**src/rtl/rv32i_fetch_pkg.sv**
```systemverilog
// rtl/rv32i_fetch_pkg.sv - shared constants and types for the RV32I fetch unit
// Provides XLEN, the canonical NOP encoding, the fetch FSM state encoding and
// the {pc, instr} buffer entry layout used by the fetch FIFO.
package rv32i_fetch_pkg;

  localparam int XLEN = 32;
  localparam logic [XLEN-1:0] RV32I_NOP = 32'h0000_0013;

  typedef enum logic [1:0] {
    FETCH = 2'd0,
    WAIT  = 2'd1,
    DRAIN = 2'd2,
    FAULT = 2'd3
  } fetch_state_t;

  typedef struct packed {
    logic [XLEN-1:0] pc;
    logic [XLEN-1:0] instr;
  } fetch_entry_t;

endpackage

```
**src/rtl/rv32i_fetch_unit_fifo.sv**
```systemverilog
// rtl/rv32i_fetch_unit_fifo.sv - registered instruction buffer for the fetch unit
// Module rv32i_fetch_fifo: synchronous FIFO, DEPTH entries (power of 2), no bypass.
// Ports:
//   clk, rst       clock, synchronous active-high reset
//   push, wdata    write an entry (ignored when full unless a pop happens too)
//   pop            drop the head entry (ignored when empty)
//   flush          empty the buffer; wins over push and pop
//   rdata          head entry, meaningful only while count != 0
//   count          number of valid entries, 0..DEPTH
module rv32i_fetch_fifo #(
  parameter int WIDTH = 64,
  parameter int DEPTH = 2,
  parameter int CW    = $clog2(DEPTH) + 1
) (
  input  logic             clk,
  input  logic             rst,
  input  logic             push,
  input  logic             pop,
  input  logic             flush,
  input  logic [WIDTH-1:0] wdata,
  output logic [WIDTH-1:0] rdata,
  output logic [CW-1:0]    count
);

  localparam int AW = $clog2(DEPTH);
  localparam logic [CW-1:0] FULL_COUNT = CW'(DEPTH);

  logic [WIDTH-1:0] mem [DEPTH];
  logic [AW-1:0]    wr_ptr;
  logic [AW-1:0]    rd_ptr;
  logic             do_push;
  logic             do_pop;

  assign do_pop  = pop && (count != '0);
  // A full buffer still accepts a write when the head leaves in the same cycle.
  assign do_push = push && ((count != FULL_COUNT) || do_pop);

  always_ff @(posedge clk) begin
    if (rst || flush) begin
      wr_ptr <= '0;
      rd_ptr <= '0;
      count  <= '0;
    end else begin
      if (do_push) wr_ptr <= wr_ptr + AW'(1);
      if (do_pop)  rd_ptr <= rd_ptr + AW'(1);
      count <= count + CW'(do_push) - CW'(do_pop);
    end
  end

  always_ff @(posedge clk) begin
    if (do_push && !flush && !rst) mem[wr_ptr] <= wdata;
  end

  assign rdata = mem[rd_ptr];

endmodule

```
**src/rtl/rv32i_fetch_unit.sv**
```systemverilog
// rtl/rv32i_fetch_unit.sv - RV32I instruction fetch front end
// Holds the fetch PC, issues one word request at a time to instruction memory,
// buffers returned words with their PC and hands them to the decoder.
// Optional feature macro: RV32I_FETCH_MISALIGN_EN (misaligned redirect fault).
// Ports:
//   clk, rst                    clock, synchronous active-high reset
//   imemReq/imemAddr/imemGnt    request channel, address held until grant
//   imemRvalid/imemRdata        in-order read response
//   redirectValid/redirectPc    new fetch PC from branch/jump/trap resolution
//   instrValid/instrReady       decoder handshake on the buffer head
//   instrOut/instrPc            head instruction (NOP when invalid) and its PC
//   fetchFault                  sticky misaligned-redirect flag
module rv32i_fetch_unit
  import rv32i_fetch_pkg::*;
#(
  parameter logic [31:0] RESET_PC   = 32'h0000_0000,
  parameter int          FIFO_DEPTH = 2
) (
  input  logic            clk,
  input  logic            rst,
  output logic            imemReq,
  output logic [XLEN-1:0] imemAddr,
  input  logic            imemGnt,
  input  logic            imemRvalid,
  input  logic [XLEN-1:0] imemRdata,
  input  logic            redirectValid,
  input  logic [XLEN-1:0] redirectPc,
  output logic            instrValid,
  input  logic            instrReady,
  output logic [XLEN-1:0] instrOut,
  output logic [XLEN-1:0] instrPc,
  output logic            fetchFault
);

  localparam int CW = $clog2(FIFO_DEPTH) + 1;
  localparam logic [CW-1:0] DEPTH_C = CW'(FIFO_DEPTH);

  fetch_state_t    state, state_next;
  logic [XLEN-1:0] fetch_pc, pc_next;
  logic            fault, fault_next;
  logic [CW-1:0]   fifo_count, count_next;
  logic            push, pop, flush, gnt_taken;
  logic [XLEN-1:0] redir_pc;
  logic            redir_misaligned;
  fetch_entry_t    head, push_entry;

`ifdef RV32I_FETCH_MISALIGN_EN
  assign redir_misaligned = redirectPc[1:0] != 2'b00;
`else
  logic unused_redirect_low;
  assign unused_redirect_low = ^redirectPc[1:0];
  assign redir_misaligned    = 1'b0;
`endif
  // The request address must stay word aligned even for a faulting redirect.
  assign redir_pc = {redirectPc[XLEN-1:2], 2'b00};

  assign gnt_taken  = imemReq && imemGnt;
  assign pop        = instrValid && instrReady;
  assign push_entry = '{pc: fetch_pc, instr: imemRdata};

  always_comb begin
    state_next = state;
    pc_next    = fetch_pc;
    fault_next = fault;
    push       = 1'b0;
    flush      = 1'b0;
    if (redirectValid) begin
      flush   = 1'b1;
      pc_next = redir_pc;
      if (redir_misaligned) begin
        fault_next = 1'b1;
        state_next = FAULT;
      end else begin
        fault_next = 1'b0;
        case (state)
          FETCH:       state_next = gnt_taken ? DRAIN : FETCH;
          // The outstanding response is stale: drop it now or drain it later.
          WAIT, DRAIN: state_next = imemRvalid ? FETCH : DRAIN;
          default:     state_next = FETCH;
        endcase
      end
    end else begin
      case (state)
        FETCH: if (gnt_taken) state_next = WAIT;
        WAIT: if (imemRvalid) begin
          push       = 1'b1;
          pc_next    = fetch_pc + 32'd4;
          state_next = FETCH;
        end
        DRAIN: if (imemRvalid) state_next = FETCH;
        default: state_next = state;
      endcase
    end
    count_next = flush ? '0 : fifo_count + CW'(push) - CW'(pop);
  end

  always_ff @(posedge clk) begin
    if (rst) begin
      state    <= FETCH;
      fetch_pc <= RESET_PC;
      fault    <= 1'b0;
      imemReq  <= 1'b0;
    end else begin
      state    <= state_next;
      fetch_pc <= pc_next;
      fault    <= fault_next;
      // Request only while a free slot is guaranteed for the returning word.
      imemReq  <= (state_next == FETCH) && (count_next < DEPTH_C);
    end
  end

  rv32i_fetch_fifo #(
    .WIDTH($bits(fetch_entry_t)),
    .DEPTH(FIFO_DEPTH),
    .CW   (CW)
  ) u_fifo (
    .clk  (clk),
    .rst  (rst),
    .push (push),
    .pop  (pop),
    .flush(flush),
    .wdata(push_entry),
    .rdata(head),
    .count(fifo_count)
  );

  assign imemAddr   = fetch_pc;
  assign instrValid = fifo_count != '0;
  assign instrOut   = instrValid ? head.instr : RV32I_NOP;
  assign instrPc    = instrValid ? head.pc : '0;
  assign fetchFault = fault;

endmodule

```
**config.mk**
```make
export PLATFORM = sky130hd
export DESIGN_NAME = rv32i_fetch_unit
export DESIGN_NICKNAME = d
export VERILOG_FILES = /design/src/rtl/rv32i_fetch_pkg.sv /design/src/rtl/rv32i_fetch_unit_fifo.sv /design/src/rtl/rv32i_fetch_unit.sv
export SDC_FILE = /design/constraint.sdc
export NUM_CORES = 1
export LEC_CHECK = 0
export BUFFER_PORTS_ARGS = -buffer_cell sky130_fd_sc_hd__buf_2
export CAP_MARGIN = 20
export CELL_PAD_IN_SITES_DETAIL_PLACEMENT = 0
export CELL_PAD_IN_SITES_GLOBAL_PLACEMENT = 1
export CORE_MARGIN = 2
export CORE_UTILIZATION = 46
export CTS_CLUSTER_SIZE = 28
export DETAILED_ROUTE_END_ITERATION = 16
export GPL_TIMING_DRIVEN = 0
export PLACE_DENSITY_LB_ADDON = 0.12
export SYNTH_ARGS = -nofsm -noshare
export SYNTH_HDL_FRONTEND = slang
export SYNTH_SLANG_ARGS = --single-unit
```
**constraint.sdc**
```tcl
create_clock -name clk -period 17.6 [get_ports clk]
set_input_delay 0.88 -clock clk [delete_from_list [all_inputs] [get_ports clk]]
set_output_delay 0.88 -clock clk [all_outputs]
set_load 0.02 [all_outputs]
```
Word level (Yosys, flattened, before mapping) --
Memory sizes are Yosys's and may differ from the RTL's. A register that Yosys moved wholly into a read port is not among the register bits. Index checks and enable logic that the tools add are counted.
Word-level totals: bits in registers 39, memory bits (writable) 128, bits of input ports 70, output and inout bits 99, logic and storage cells 60, memories kept 1
Cells by class: add/subtract/negate cells 7, order comparisons 1, eq/ne operators 3, muxes and demuxes 21, reductions and logical operators 20
Memory list:
- u_fifo.mem | depth 2, bits a word 64, read ports 1, clocked after Yosys merged registers in 1, write ports 1, RTL line rv32i_fetch_unit_fifo.sv:28 | logic [WIDTH-1:0] mem [DEPTH];
Operators by type and width (number):
- $mux W32 | 5
- $add A32 B3 Y32 const B | 1
- $mux W2 | 6
- $mux W1 | 8
- $pmux W2 S2 | 2
- $logic_and A1 B1 Y1 | 7
- $reduce_bool A2 Y1 | 3
- $add A2 B1 Y2 | 2
- $logic_not A2 Y1 | 2
- $reduce_and A2 Y1 | 2
- $reduce_or A2 Y1 | 2
- $sub A2 B1 Y2 | 2
- $add A1 B1 Y1 const B | 2
- $eq A2 B1 Y1 const B | 1
- $eq A2 B2 Y1 const B | 1
- $logic_not A1 Y1 | 2
- $logic_or A1 B1 Y1 | 2
- $lt A2 B2 Y1 const B | 1
- $ne A2 B2 Y1 const B | 1

Logic depth before layout (Yosys ltp) --
Gate-level depths: netlist of the first run.
depth in word-level cells 9, depth in mapped cells 9, depth with buffers taken out 9

Modules after synthesis --
Synthesis of the first run repeated with hierarchy kept, for this count alone.
Second synthesis, totals: cell total of the unflattened synthesis 568, area, all modules 7758.7 µm²
By module, submodules not included:
- rv32i_fetch_fifo | instances 1, cells each 223, area each 5166.2 µm²
- rv32i_fetch_unit | instances 1, cells each 345, area each 2592.5 µm²

Least setup slack after synthesis of the first run --
No wires, ideal clock.
path kind input to register, start point in redirectValid, end point mem u_fifo.mem[1][0] (enable), setup time 0.571 ns, data arrival time 5.842 ns, data required time 17.029 ns, slack 11.186 ns, cell stages on the path 3, cells stage by stage clkbuf_1 > a211o_1 > nor3b_1
On the way: word-level cells in the longest chain between the ends 6, elaborated cells on any way between the ends 8, classes of those cells 4 x mux; 4 x reduce/logical
RTL lines:
- start, declared | RTL line rv32i_fetch_unit.sv:26 | input logic redirectValid,
- $mux W1 | RTL line rv32i_fetch_unit.sv:67 | if (redirectValid) begin
- $logic_and A1 B1 Y1 / $logic_not A1 Y1 (equally long branches) | RTL line rv32i_fetch_unit_fifo.sv:36, rv32i_fetch_unit_fifo.sv:51
- $logic_and A1 B1 Y1 (*) (2 in series) | RTL line rv32i_fetch_unit_fifo.sv:51 | if (do_push && !flush && !rst) mem[wr_ptr] <= wdata;
- $mux W1 (*) | RTL line rv32i_fetch_unit_fifo.sv:51
- $mux W1 (not written as such) (*) | RTL line rv32i_fetch_unit_fifo.sv:51
- end, declared | RTL line rv32i_fetch_unit_fifo.sv:28
Every way passes the cells marked *; elsewhere a longest branch is shown, timed or not.

Worst setup path in the final report of the first run --
start point reg u_fifo.count[1], end point out instrPc[27]
On the way: word-level cells in the longest chain between the ends 2
RTL lines:
- start, declared | RTL line rv32i_fetch_unit_fifo.sv:22 | output logic [CW-1:0] count
- start signal, assigned | RTL line rv32i_fetch_unit_fifo.sv:46 | count <= count + CW'(do_push) - CW'(do_pop);
- $reduce_bool A2 Y1 | RTL line rv32i_fetch_unit.sv:128 | assign instrValid = fifo_count != '0;
- $mux W32 | RTL line rv32i_fetch_unit.sv:130 | assign instrPc = instrValid ? head.pc : '0;
- end, declared | RTL line rv32i_fetch_unit.sv:31 | output logic [XLEN-1:0] instrPc,
Every way passes these cells.

==> results of run 1 <==
[routing by layer]
metal | track usage, % | wire length, microns | share of wire [%] | vias to the layer above
li1 | - | - | - | 2418
met1 | 27.5 | 7220 | 44 | 2361
met2 | 33.5 | 7990 | 48 | 147
met3 | 5.27 | 1090 | 6.6 | 16
met4 | 6.85 | 235 | 1.4 | 0
met5 | 0 | 0 | 0 | -
[cell usage in the layout, fill, tap and decap left out, types with 5 or more instances in the layout]
cell / n
edfxtp_1: 124
mux2i_1: 62
nand2_1: 26
o31ai_1: 8
a211oi_1: 9
buf_1: 6
and4_1: 7
o21ai_0: 12
inv_1: 13
nor3_1: 5
or4_1: 11
clkbuf_16: 17
clkbuf_1: 24
clkinv_1: 5
a21oi_1: 9
nor2_1: 85
a311oi_1: 14
buf_4: 7
nand3_1: 10
conb_1: 5
buf_6: 11
ha_1: 7
dfxtp_1: 38
nand4_1: 11
buf_2: 161
or3_1: 8
xnor2_1: 5
xor2_1: 9
[kinds of logic after synthesis]
kind of cell	after synthesis	synth area share [%]
other	1	0.0543
adders and majority gates	7	1.27
muxes	62	8.99
and+or+nand+nor	186	13.4
buffers and inverters	50	3.08
DFF	162	64.9
AOI/OAI and AO/OA	63	6.54
xor gates and xnor gates	14	1.78
[synth_stat cells, types with 9 or more instances]
library cell,n,area (sq um)
a211oi_1,9,67.6
nand2_1,26,97.6
nand4_1,11,68.8
edfxtp_1,124,3720
mux2i_1,62,621
inv_1,13,48.8
clkbuf_1,23,86.3
nor2_1,85,319
or4_1,11,82.6
a311oi_1,14,123
xor2_1,9,78.8
o21ai_0,12,60.1
a21oi_1,9,45.0
dfxtp_1,38,761
nand3_1,10,50.1
[critical path, stage by stage, from the launching register on]
cell and delay (ns):
dfxtp_1 0.36, nor2_1 0.60, clkbuf_1 0.44, buf_1 0.42, nor2_1 0.11, buf_2 0.18
[worst max-delay path by stage]
stage | startpoint | endpoint | slack [ns] | cells after the start
floorplan | redirectValid | u_fifo.mem[1][0]$_DFFE_PP_ | 11.19 | 3
global placement | imemRvalid | u_fifo.mem[1][14]$_DFFE_PP_ | 8.14 | 4
detailed placement | rst | u_fifo.mem[0][10]$_DFFE_PP_ | 14.14 | 7
CTS | u_fifo.count[1]$_SDFF_PP0_ | instrPc[27] | 14.10 | 5
global route | u_fifo.count[1]$_SDFF_PP0_ | instrPc[29] | 13.96 | 5
finish | u_fifo.count[1]$_SDFF_PP0_ | instrPc[27] | 14.18 | 5
[stage by stage]
step                      power (uW)  instances  hold slack (ns)  cell area [sq um]  setup WS, ns
final                            833        936            0.501               8660         14.18
after global routing             861        936            0.530               8660         13.96
after CTS                        839        936            0.512               8660         14.10
after detailed placement         480        904            0.499               8090         14.14
after global placement           478        892            0.486               7950          8.14
after floorplan                  457        549            0.520               6920         11.19
[flip-flops by register name, indices dropped and copies added, names as in the netlist, named ones only]
register and cells:
u_fifo.mem 124, imemAddr 30, state 2, imemReq 1
u_fifo.rd_ptr 1, u_fifo.count 2, u_fifo.wr_ptr 1
[layout make-up]
type                    count  area [sq um]
plain buffers              37           164
clock buffers              18           429
clock inverters            14           145
fillers                  1246          5930
inverters                  13          48.8
multi-input cells         337          2230
flip-flops and latches    162          4480
well taps                 184           230
repair buffers            171           927
[power groups by stage]
| stage | Combinational, uW | Sequential, uW | Clock, uW |
|---|---|---|---|
| 2_1_floorplan | 18.5 | 439 | 0 |
| 3_3_place_gp | 43.1 | 435 | 0 |
| 3_5_place_dp | 44.6 | 435 | 0 |
| 4_1_cts | 44.8 | 427 | 367 |
| 5_1_grt | 48.7 | 428 | 384 |
| 6_report | 44.7 | 427 | 361 |
==> impl_metrics.yaml, run 1 <==
run_status:
  status: "finished, final reports clean"
clock_tree:
  postCtsSetupBuffers: 0
  cts_max_level: 4
  cts_tree: "done"
  cts_root_buffer: "clkbuf_16"
  post_cts.resized_instances: 0
  cts_max_path_buffers: 2
  cts_hold_buf: 0
  cts_buffers: 17
  clock_sinks: 162
  clock_latency_ns: 0.42
  clk_pin_slew_ns: 0.07
routing:
  wl_mm: 16.5
  drt_first_iter_violations: 282
  drtPass1Iterations: 4
  post-route-drc-count: 0
  ant_nets: 0
  wl_per_cell_microns: 17.7
  vias_per_cell: 5.28
  vias: 4942
global_route:
  grt_usage_pct: 20.7
  grt_pass1_vias: 4799
  grt.overflow.total: 0
  grt_max_degree: 17
  antenna_found_initial: 0
  grt_pass1_wl_mm: 25.6
sta:
  relSlewSlack_pct: 36.9
  period_share_pct: 19.4
  skew_ns: 0.0114
  finalHoldViolCount: 0
  finalSetupViolCount: 0
  maxSlewViolCount: 0
  rsz0062_at_grt: "false"
  fmax_mhz: 292
  tightest_slew_ns: 0.943
  fin_tns_setup_ns: 0
  post-route-min-period_ns: 3.42
critical_path:
  cp.arrival_ns: 2.54
  critical_path_class: "flip-flop to primary output"
  cp-end-kind: "primary output"
  r2r-start: "state[0]$_SDFF_PP0_"
  r2r-end: "u_fifo.mem[0][10]$_DFFE_PP_"
  rrSetupSlack_ns: 14.68
  cp_max_fo: 10
  cp-start-kind: "flip-flop"
  worstRegToRegCells: 7
  critPathRequiredTime_ns: 16.72
power_and_ir_drop:
  powerDensity_nw_per_um2: 96.2
  p_int_uw: 655
  power.switching_uw: 178
  vdd_drop_max_mv: 0.0756
  p_sw_share_pct: 21.4
  leakage_uw: 0.00326
  p_clk_share_pct: 43.4
  p_comb_share_pct: 5.4
  seqPwrFrac_pct: 51.3
synthesis:
  mappedNetlistArea_sq_um: 6910
  synth_edf_count: 124
  yosysWarnings: 0
  synthArstFlopShare_pct: 0
  syn_inst: 545
  synth.avg_cell_area_sq_um: 12.7
  synthFlopType: "edfxtp_1"
  yosysSeqAreaShare_pct: 64.9
  synth-seq-cells: 162
  yosysUniqueCellTypes: 41
floorplan:
  die-area_sq_um: 16000
  die_x_microns: 127
  rows: 44
  start_util_pct: 47.3
  core_area_sq_um: 14600
  die_y_microns: 127
  boundaryPins: 169
placed_design:
  io_buffers: 159
  gp_congestion: 0.788
  dp_hpwl_mm: 12.0
min_path:
  hold_class: "flip-flop to flip-flop"
  whs_path_depth: 0
  hold_path_startpoint: "imemAddr[8]$_SDFFE_PP0P_"
  hold_end: "u_fifo.mem[0][40]$_DFFE_PP_"
final_layout:
  antennaDiodeCount: 0
  area_delta_synth_final_pct: 25.4
  nets: 816
  final_util_pct: 59.4
  drive_gt1_share_pct: 27.9
flow_run:
  max_cap_viol_count: 0
No activity file was read; power rests on OpenSTA's default activity.
==> inputs of run 2 (changes only) <==
CORE_UTILIZATION = 42   (was 46)
clock period = 3.5 ns   (was 17.6 ns; I/O delays follow)
==> impl_metrics.yaml, run 2 (synthesis gave the netlist of run 1 again) <==
run_status:
  status: "finished, final reports clean"
sta:
  relSlewSlack_pct: 36.5
  tightest_slew_ns: 0.950
  finalSetupViolCount: 0
  setup_ws_ns: 0.765
  period_share_pct: 78.1
  post-route-min-period_ns: 2.73
  rsz0062_at_grt: "false"
  fmax_mhz: 366
  holdWs_ns: 0.0331
  skew_ns: 0.00538
  maxSlewViolCount: 0
  finalHoldViolCount: 0
power_and_ir_drop:
  leakage_uw: 0.00338
  powerDensity_nw_per_um2: 455
  finalPower_uw: 4110
  vdd_drop_max_mv: 0.317
floorplan:
  die_x_microns: 132
  start_util_pct: 43.2
  core_area_sq_um: 16000
  boundaryPins: 169
  rows: 46
  die_y_microns: 132
  die-area_sq_um: 17500
critical_path:
  slowest_stage: "nor3_4"
  slowest_delay_ns: 0.75
  critical_path_class: "flip-flop to flip-flop"
  cp-start-kind: "flip-flop"
  worstRegToRegCells: 6
  cp.arrival_ns: 2.85
  r2r-start: "state[0]$_SDFF_PP0_"
  cp_max_fo: 17
  worstPathCellList: "ha_1 > nand2_1 > a211o_1 > nor3_4 > buf_16 > buf_8"
  critPathRequiredTime_ns: 3.62
  cp-end-kind: "flip-flop"
  r2r-end: "u_fifo.mem[0][63]$_DFFE_PP_"
  rrSetupSlack_ns: 0.77
final_layout:
  area_delta_synth_final_pct: 31.0
  final_cells: 997
  mostFrequentLayoutCells: "161 x buf_2, 124 x edfxtp_1, 85 x nor2_1"
  fillers: 1416
  fin_area_sq_um: 9050
  mostFrequentLayoutCell: "buf_2"
  drive_gt1_share_pct: 26.2
  nets: 845
  largest_reg_flops: 124
  antennaDiodeCount: 0
  regMostFlops: "u_fifo.mem"
global_route:
  grt_pass1_wl_mm: 26.2
  grt_max_degree: 20
  grt.overflow.total: 0
  grt_usage_pct: 19.4
  antenna_found_initial: 0
  grt_pass1_vias: 4952
clock_tree:
  clock_latency_ns: 0.41
  cts_max_level: 4
  cts_max_path_buffers: 2
  cts_root_buffer: "clkbuf_16"
  cts_buffers: 17
  post_cts.resized_instances: 0
  cts_tree: "done"
  clock_sinks: 162
  clk_pin_slew_ns: 0.06
min_path:
  hold_path_startpoint: "redirectPc[20]"
  whs_path_depth: 3
  hold_end: "imemAddr[20]$_SDFFE_PP0P_"
  hold_class: "input pin to flip-flop"
routing:
  wl_mm: 17.0
  ant_nets: 0
  vias: 5101
  wl_per_cell_microns: 17.1
  drtPass1Iterations: 5
  post-route-drc-count: 0
  drt_first_iter_violations: 339
  vias_per_cell: 5.12
placed_design:
  dp_worst_setup_slack_ns: 0.737
  dp.cells: 931
  gp_congestion: 0.808
  placed_cell_area_sq_um: 8170
  dp_hpwl_mm: 12.0
  io_buffers: 159
flow_run:
  max_cap_viol_count: 0
## run 2: changes by cell type in the layout (fill, tap and decap cells not counted), sizes merged
cell and change:
clkbuf +5, inv +1, bufinv -2, buf -5
clkinv -4, dlygate4sd3 +34
## run 2: per-stage QoR
step                      TNS [ns]  utilization [%]
after detailed placement         0             51.0
after global placement      -71.39             50.1
after floorplan                  0                -
final                            0             56.5
after CTS                        0             56.5
after global routing             0             56.5
## run 2: worst max-delay path: cells and delay by family, from the launching register on
| kind | cells | cell delay [ns] |
|---|---|---|
| fa+ha+maj | 1 | 0.29 |
| flops | 1 | 0.41 |
| buf+inv | 2 | 0.42 |
| simple gates | 2 | 0.92 |
| compound gates | 1 | 0.39 |
## run 2: power by group
group          total [uW]  switching (uW)  internal (uW)
Sequential           2150            50.3           2100
Combinational         255             142            114
Clock                1710             713            996
## run 2: how the worst max path moves through the flow
stage,start,end,slack [ns],cells past startpoint
3_5_place_dp,state[1]$_SDFF_PP0_,u_fifo.mem[0][60]$_DFFE_PP_,0.74,7
2_1_floorplan,state[0]$_SDFF_PP0_,u_fifo.mem[1][0]$_DFFE_PP_,0.35,4
4_1_cts,u_fifo.count[1]$_SDFF_PP0_,instrPc[22],0.70,5
3_3_place_gp,state[0]$_SDFF_PP0_,u_fifo.mem[1][10]$_DFFE_PP_,-0.65,4
6_report,state[0]$_SDFF_PP0_,u_fifo.mem[0][63]$_DFFE_PP_,0.77,6
5_1_grt,state[0]$_SDFF_PP0_,u_fifo.mem[0][63]$_DFFE_PP_,0.55,6
## run 2: cell type report
| type | count | area, sq um | share of cell area, % |
|---|---|---|---|
| Tap cell | 216 | 270 | 2.99 |
| Buffer | 37 | 164 | 1.81 |
| Multi-Input combinational cell | 337 | 2250 | 24.8 |
| Sequential cell | 162 | 4480 | 49.6 |
| Inverter | 13 | 48.8 | 0.539 |
| Timing Repair Buffer | 200 | 1290 | 14.3 |
| Clock buffer | 23 | 458 | 5.06 |
| Clock inverter | 9 | 82.6 | 0.913 |
## run 2: timing repair
action | in CTS | in global routing
setup endpoints to repair | 0 | 0
endpoints found under the hold margin | 66 | 0
setup buffers | 0 | 0
hold buffers | 34 | 0
## run 2: routing by layer
layer / share of wire [%] / GRT usage (%) / vias up
met1: 46 / 26.4 / 2454
met5: 0 / 0 / -
met3: 5.1 / 3.84 / 14
li1: - / - / 2479
met2: 48 / 31.4 / 154
met4: 1.2 / 6.33 / 0
==> inputs of run 3 (changes only) <==
clock period = 2.8 ns   (was 3.5 ns; I/O delays follow)
==> impl_metrics.yaml, run 3 (synthesis gave the netlist of run 1 again) <==
floorplan:
  die_y_microns: 132
  boundaryPins: 169
  die-area_sq_um: 17500
  start_util_pct: 43.2
  die_x_microns: 132
  core_area_sq_um: 16000
  rows: 46
sta:
  period_share_pct: 92.7
  fmax_mhz: 385
  finalSetupViolCount: 0
  holdWs_ns: 0.0175
  maxSlewViolCount: 0
  tightest_slew_ns: 0.968
  finalHoldViolCount: 0
  rsz0062_at_grt: "false"
  relSlewSlack_pct: 35.3
  skew_ns: 0.00678
  post-route-min-period_ns: 2.60
critical_path:
  cp-start-kind: "flip-flop"
  r2r-start: "state[1]$_SDFF_PP0_"
  worstRegToRegCells: 8
  critPathRequiredTime_ns: 2.92
  cp.arrival_ns: 2.72
  r2r-end: "u_fifo.mem[0][10]$_DFFE_PP_"
  critical_path_class: "flip-flop to flip-flop"
  rrSetupSlack_ns: 0.20
  cp_max_fo: 19
  cp-end-kind: "flip-flop"
routing:
  drtPass1Iterations: 5
  vias_per_cell: 5.14
  ant_nets: 0
  wl_per_cell_microns: 17.2
  post-route-drc-count: 0
  drt_first_iter_violations: 269
  wl_mm: 17.3
  vias: 5182
final_layout:
  final_util_pct: 57.9
  regMostFlops: "u_fifo.mem"
  area_delta_synth_final_pct: 34.1
  mostFrequentLayoutCells: "161 x buf_2, 124 x edfxtp_1, 84 x nor2_1"
  drive_gt1_share_pct: 26.9
  nets: 857
  antennaDiodeCount: 0
  largest_reg_flops: 124
  mostFrequentLayoutCell: "buf_2"
min_path:
  hold_class: "input pin to flip-flop"
  hold_end: "imemAddr[11]$_SDFFE_PP0P_"
  hold_path_startpoint: "redirectPc[11]"
  whs_path_depth: 3
power_and_ir_drop:
  powerDensity_nw_per_um2: 581
  leakage_uw: 0.00347
  power.switching_uw: 1150
  p_int_uw: 4230
  p_comb_share_pct: 6.3
  p_clk_share_pct: 43.8
  vdd_drop_max_mv: 0.379
  p_sw_share_pct: 21.3
  seqPwrFrac_pct: 49.9
clock_tree:
  cts_max_path_buffers: 2
  cts_root_buffer: "clkbuf_16"
  cts_tree: "done"
  cts_buffers: 17
  clock_sinks: 162
  clk_pin_slew_ns: 0.06
  clock_latency_ns: 0.41
  cts_max_level: 4
placed_design:
  gp_congestion: 0.818
  dp_hpwl_mm: 12.3
  io_buffers: 159
global_route:
  grt_pass1_vias: 4873
  grt_pass1_wl_mm: 26.1
  antenna_found_initial: 0
  grt_usage_pct: 19.4
  grt.overflow.total: 0
  grt_max_degree: 20
run_status:
  status: "finished, final reports clean"
flow_run:
  max_cap_viol_count: 0
## run 3: worst max-delay path: stages (launching register included)
cell     delay [ns]
dfxtp_2        0.32
inv_2          0.08
ha_4           0.18
nand2_4        0.08
a211o_4        0.30
nor3_4         0.74
buf_16         0.24
buf_16         0.17
buf_16         0.17
## run 3: power by group through the flow
| stage | clock (uW) | sequential [uW] | combinational [uW] |
|---|---|---|---|
| floorplan | 0 | 2760 | 119 |
| global placement | 0 | 2730 | 277 |
| detailed placement | 0 | 2740 | 286 |
| CTS | 2390 | 2680 | 338 |
| global route | 2480 | 2690 | 362 |
| finish | 2360 | 2690 | 337 |
## run 3: final cells by class
class	count	area, sq um
Clock inverter	8	129
Timing Repair Buffer	212	1420
Fill cell	1399	6740
Clock buffer	24	472
Sequential cell	162	4490
Tap cell	216	270
Inverter	13	48.8
Buffer	37	164
Multi-Input combinational cell	337	2280
## run 3: what timing repair did
item,CTS,global route
endpoints found under the setup margin,21,0
resized for setup,1,0
buffers inserted,1,0
endpoints found under the hold margin,78,0
hold buffers,46,0
## run 3: worst max path at each step
stage | startpoint | depth (start not counted) | to
detailed placement | state[1]$_SDFF_PP0_ | 8 | u_fifo.mem[1][11]$_DFFE_PP_
global placement | state[1]$_SDFF_PP0_ | 5 | u_fifo.mem[1][9]$_DFFE_PP_
floorplan | state[1]$_SDFF_PP0_ | 5 | u_fifo.mem[1][0]$_DFFE_PP_
finish | state[1]$_SDFF_PP0_ | 8 | u_fifo.mem[0][10]$_DFFE_PP_
CTS | state[1]$_SDFF_PP0_ | 8 | u_fifo.mem[0][63]$_DFFE_PP_
global route | state[1]$_SDFF_PP0_ | 8 | u_fifo.mem[0][63]$_DFFE_PP_
## run 3: per-layer routing
| metal | vias to the layer above | wire length (microns) | global-route usage, % |
|---|---|---|---|
| met1 | 2489 | 7680 | 25.3 |
| met2 | 159 | 8450 | 32.6 |
| met3 | 22 | 892 | 3.92 |
| met4 | 0 | 309 | 6.51 |
| met5 | - | 0 | 0 |
| li1 | 2512 | - | - |
## run 3: stage by stage
stage                     setup slack (ns)  cell area, sq um  cells  power, uW  TNS, ns
after global routing                0.0483              9270   1009       5530        0
after global placement               -1.16              8040    924       3010  -134.69
after CTS                            0.139              9270   1009       5410        0
after floorplan                     -0.168              6980    549       2880   -11.06
after detailed placement           -0.0465              8190    930       3020   -0.810
final                                0.204              9270   1009       5380        0
